File: config.mk
export PLATFORM = sky130hd
export DESIGN_NAME = pc_uart_tx
export DESIGN_NICKNAME = d
export VERILOG_FILES = /design/src/rtl/pc_uart_tx.sv
export SDC_FILE = /design/constraint.sdc
export NUM_CORES = 1
export LEC_CHECK = 0
export CORE_ASPECT_RATIO = 0.7
export CORE_UTILIZATION = 35
export CTS_CLUSTER_DIAMETER = 30
export DETAILED_ROUTE_END_ITERATION = 12
export PLACE_DENSITY = 0.56
export SYNTH_ARGS = -nofsm -noshare
export SYNTH_HDL_FRONTEND = slang
export SYNTH_SLANG_ARGS = --single-unit
File: constraint.sdc
create_clock -name clk -period 4.4 [get_ports clk]
set_input_delay 0.66 -clock clk [delete_from_list [all_inputs] [get_ports clk]]
set_output_delay 0.66 -clock clk [all_outputs]
set_load 0.02 [all_outputs]
File: src/rtl/pc_uart_tx.sv
// pc_uart_tx
// Streams the core program counter and trap flag to a host terminal as
// ASCII text over an 8N1 UART. Each accepted sample becomes an 11-byte
// line: 8 uppercase hex digits of pc (MSB nibble first), a status byte
// ('T' when trap is set, '.' otherwise), then CR and LF.
//
// Ports:
//   clk     - system clock; all state updates on the rising edge
//   reset   - asynchronous, active-high; clears all state, tx idles high
//   sample  - one-cycle strobe qualifying pc/trap
//   pc      - core program counter (32 bits)
//   trap    - core trap flag
//   tx      - registered UART serial output, idle high
//   busy    - high while a frame is in progress
//   dropped - saturating count of samples rejected while busy
//
// Optional build macro: PC_UART_CHANGE_ONLY_EN
//   When defined, a sample arriving in IDLE whose pc/trap match the last
//   frame sent is silently ignored. The first sample after reset is
//   always sent.

module pc_uart_tx #(
    parameter int CLKS_PER_BIT = 434,
    parameter int DROP_W       = 8
) (
    input  logic              clk,
    input  logic              reset,
    input  logic              sample,
    input  logic [31:0]       pc,
    input  logic              trap,
    output logic              tx,
    output logic              busy,
    output logic [DROP_W-1:0] dropped
);

    localparam int CNT_W = $clog2(CLKS_PER_BIT);

    typedef enum logic [1:0] {
        S_IDLE,
        S_START,
        S_DATA,
        S_STOP
    } state_t;

    state_t            r_state;
    logic [CNT_W-1:0]  r_clk_cnt;
    logic [2:0]        r_bit_idx;
    logic [3:0]        r_byte_idx;
    logic [31:0]       r_cap_pc;
    logic              r_cap_trap;
    logic              r_tx;
    logic [DROP_W-1:0] r_dropped;

    logic [3:0]        w_nibble;
    logic [7:0]        w_byte;
    logic              w_bit_end;
    logic              w_accept;

`ifdef PC_UART_CHANGE_ONLY_EN
    logic [31:0]       r_last_pc;
    logic              r_last_trap;
    logic              r_last_valid;
    logic              w_repeat;

    assign w_repeat = r_last_valid && (pc == r_last_pc) && (trap == r_last_trap);
    assign w_accept = sample && (r_state == S_IDLE) && !w_repeat;
`else
    assign w_accept = sample && (r_state == S_IDLE);
`endif

    assign w_bit_end = (r_clk_cnt == CNT_W'(CLKS_PER_BIT - 1));

    // Byte 0..7 are hex digits, index 0 taking pc[31:28].
    always_comb begin
        w_nibble = '0;
        w_byte   = 8'h0A;
        if (r_byte_idx < 4'd8) begin
            w_nibble = 4'(r_cap_pc >> (5'd28 - {r_byte_idx[2:0], 2'b00}));
            w_byte   = (w_nibble < 4'd10) ? (8'h30 + {4'h0, w_nibble})
                                          : (8'h37 + {4'h0, w_nibble});
        end else if (r_byte_idx == 4'd8) begin
            w_byte = r_cap_trap ? 8'h54 : 8'h2E;
        end else if (r_byte_idx == 4'd9) begin
            w_byte = 8'h0D;
        end
    end

    always_ff @(posedge clk or posedge reset) begin
        if (reset) begin
            r_state    <= S_IDLE;
            r_clk_cnt  <= '0;
            r_bit_idx  <= '0;
            r_byte_idx <= '0;
            r_cap_pc   <= '0;
            r_cap_trap <= 1'b0;
            r_tx       <= 1'b1;
            r_dropped  <= '0;
`ifdef PC_UART_CHANGE_ONLY_EN
            r_last_pc    <= '0;
            r_last_trap  <= 1'b0;
            r_last_valid <= 1'b0;
`endif
        end else begin
            // Any strobe outside IDLE is rejected, including the last stop cycle.
            if (sample && (r_state != S_IDLE) && (r_dropped != '1))
                r_dropped <= r_dropped + DROP_W'(1);

            case (r_state)
                S_IDLE: begin
                    if (w_accept) begin
                        r_cap_pc   <= pc;
                        r_cap_trap <= trap;
                        r_clk_cnt  <= '0;
                        r_byte_idx <= '0;
                        r_tx       <= 1'b0;
                        r_state    <= S_START;
`ifdef PC_UART_CHANGE_ONLY_EN
                        r_last_pc    <= pc;
                        r_last_trap  <= trap;
                        r_last_valid <= 1'b1;
`endif
                    end
                end
                S_START: begin
                    if (w_bit_end) begin
                        r_clk_cnt <= '0;
                        r_bit_idx <= '0;
                        r_tx      <= w_byte[0];
                        r_state   <= S_DATA;
                    end else begin
                        r_clk_cnt <= r_clk_cnt + CNT_W'(1);
                    end
                end
                S_DATA: begin
                    if (w_bit_end) begin
                        r_clk_cnt <= '0;
                        if (r_bit_idx == 3'd7) begin
                            r_tx    <= 1'b1;
                            r_state <= S_STOP;
                        end else begin
                            r_bit_idx <= r_bit_idx + 3'd1;
                            r_tx      <= w_byte[r_bit_idx + 3'd1];
                        end
                    end else begin
                        r_clk_cnt <= r_clk_cnt + CNT_W'(1);
                    end
                end
                S_STOP: begin
                    if (w_bit_end) begin
                        r_clk_cnt <= '0;
                        if (r_byte_idx == 4'd10) begin
                            r_byte_idx <= '0;
                            r_state    <= S_IDLE;
                        end else begin
                            r_byte_idx <= r_byte_idx + 4'd1;
                            r_tx       <= 1'b0;
                            r_state    <= S_START;
                        end
                    end else begin
                        r_clk_cnt <= r_clk_cnt + CNT_W'(1);
                    end
                end
                default: r_state <= S_IDLE;
            endcase
        end
    end

    assign tx      = r_tx;
    assign busy    = (r_state != S_IDLE);
    assign dropped = r_dropped;

endmodule

==> metrics.txt <==
status completed; Synth Instances 267; area delta synth->final 25.6%; sequential area share after synthesis 0.470; cells along the critical path mux4_1, mux2i_2, ha_1, and2_1, o21ai_1, a21oi_1, o2111ai_1, a41oi_1, o22a_1; ys async rst share 1.00; Syn. warnings 0; initial antenna violation count 0; initial DRC count 99; share of cells above drive strength 1 0.214; crit path launch type register; Worst Reg-to-Reg Cells 9; hold_ws 0.496 ns; Hold Path Class register to register; routability cong. ~0.80; vias in the first global route 2078; worst hold stages 1; global-route wire length before repair between 10 and 15 mm; clock slew at reported path FFs 0.05 ns; I/O Buffers 45; depth of the CTS H-tree 3; Compound-Gate Fraction of Synth Area 0.106; DR pass1 iterations 4; largest net degree at the start of global routing 43; worst path bufs/invs 0; routed len/inst 14.5 um; Clock Tree Root clkbuf_16; post-CTS sizing 0; Worst EP required 4.67 ns; core area ~8700 um2; EDFF count, synth 0; syn avg cell area 12.0 um2; Post CTS Setup Buffer Count 0; final worst-path cycle share 0.683; crit path max fanout 19; fin cells about 440; ANT nets after route 0; routed vias roughly 2200; n_diodes 0; Starting Density 0.370; maximum clock insertion buffer count 2; final slew viol count 0; dpl cell area 3760 um2; Hold Crit Start r_clk_cnt[5]; Simple-Gate Fraction of Synth Area 0.102; # DRC 0; CTS Sinks 60; dominant synthesized flop cell dfrtp_1; final hold violation count 0; multiplexer share of the synthesized area 0.214; Hold Path End r_clk_cnt[5]; total placed cells including tap cells 423; Max Cap Violations 0; reg2reg end tx; # rows 28; worst rel slew slack 0.407; CTS Buf Count 9; syn nets between 300 and 400; Tot Pwr 1710 uW; Max Clock Freq 333 MHz; Worst setup EP type register; Pwr Density 425 nW/um2; Setup violations, final 0; number of synthesized register bits 60; crit path DAT 3.28 ns; worst vdd ir 0.360 mV; largest family of logic cells by synthesized area multiplexers; Die Area about 9500 um2; Tmin final 3.01 ns; XOR/XNOR share of the synthesized area 0.0379; # hold bufs at CTS 0; CTS tree yes; WS Path Type register to register; CP delay by family, top multiplexers; Die Y 82.0 um; RR Startpoint r_byte_idx[0]; Syn Std Cell Area 3200 um2; drt via density slightly above 5; nets 361; Die Wd 116 um; # IOs 46; grt ovf 0; setup skew after layout 0.00670 ns; Worst-Skew Late Latency 0.33 ns; RSZ-0062 raised after global routing no; R2R setup slack roughly 1.4 ns; Synth Area in Adders 0.0430; Worst Tran Pin Value just under 0.9 ns; Final HPWL DP 4.49 mm; Setup TNS 0 ns; Worst path slowest cell dfrtp_1; post-route cell area 4020 um2; Static Leak approximately 0.0018 uW; Tot GR Track Use 0.150; synth unique cells between 50 and 60; Routed WL 6.36 mm; max incr delay on CP around 0.83 ns
==> cell type report <==
cell class                 instances  area (um2)
clock buffer                      10         229
clock inverter                     5        30.0
fill                             803        4640
inverter                           8        30.0
multi-input combinational        188        1610
sequential                        60        1500
tap                              120         150
timing repair buffer              47         465
==> power by group <==
part	switching (uW)	internal [uW]	total (uW)	leakage (uW)
Combinational	165	203	368	0.000862
Sequential	84.3	650	735	0.000803
Clock	232	373	606	0.000124
==> synth_stat cells (5+ instances only) <==
library cell  instances  share of area
a22o_1                5          0.014
nand2b_1              8          0.016
and3_1                7          0.014
ha_1                 11          0.043
a21oi_1               8          0.013
clkbuf_1              6         0.0070
nand2_1              13          0.015
mux2_2               37           0.13
xnor2_1               8          0.022
nor2_1               15          0.018
dfrtp_1              59           0.46
inv_1                 8         0.0094
nand3_1               7          0.011
o31ai_1               5          0.012
mux4_2                7          0.049
o21ai_0              12          0.019
==> per-stage QoR <==
step	utilization	worst slack, ns
after floorplan	-	2.08
after global placement	0.434	1.51
after detailed placement	0.434	1.39
after CTS	0.464	1.36
after global routing	0.464	1.17
final	0.464	1.39
==> placed cells by master (no fill, tap or decap), drive strengths merged, types with 9 or more instances in the layout <==
cell type | synthesis | final
clkbuf | 6 | 10
clkdlybuf4s50 | 0 | 45
dfrtp | 59 | 59
ha | 11 | 11
mux2 | 38 | 38
nand2 | 13 | 13
nor2 | 15 | 15
o21ai | 16 | 16
xnor2 | 9 | 9
==> routing by layer <==
metal	up-vias	GRT usage	wire [um]
li1	1075	-	-
met1	1073	0.220	3400
met2	56	0.201	2500
met3	10	0.0465	335
met4	0	0.0615	119
met5	-	0	0
==> worst max path at each step <==
stage / start / end / depth (start not counted)
final: r_byte_idx[0] / tx / 9
after global routing: r_byte_idx[0] / tx / 9
after CTS: r_byte_idx[0] / tx / 9
after detailed placement: r_byte_idx[0] / tx / 9
after global placement: r_byte_idx[0] / tx / 9
after floorplan: r_byte_idx[0] / tx / 10
==> logic make-up after synthesis <==
logic type / after synthesis
simple gates: 63
buf+inv: 19
fa+ha+maj: 11
compound gates: 51
flops: 60
mux: 50
xor+xnor: 13
==> registers in the layout, summed over array words and instances (netlist names) <==
| signal | cells |
|---|---|
| r_state | 2 |
| r_bit_idx | 3 |
| r_cap_trap | 1 |
| tx | 1 |
| r_clk_cnt | 9 |
| dropped | 8 |
| r_cap_pc | 32 |
| r_byte_idx | 4 |
==> worst reg2reg max path: stages, from the launching register on <==
cell and delay, ns:
dfrtp_1 0.83, mux4_1 0.70, mux2i_2 0.25, ha_1 0.26, and2_1 0.16, o21ai_1 0.06, a21oi_1 0.17, o2111ai_1 0.14
a41oi_1 0.23, o22a_1 0.15
(Power assumes the default switching activity.)
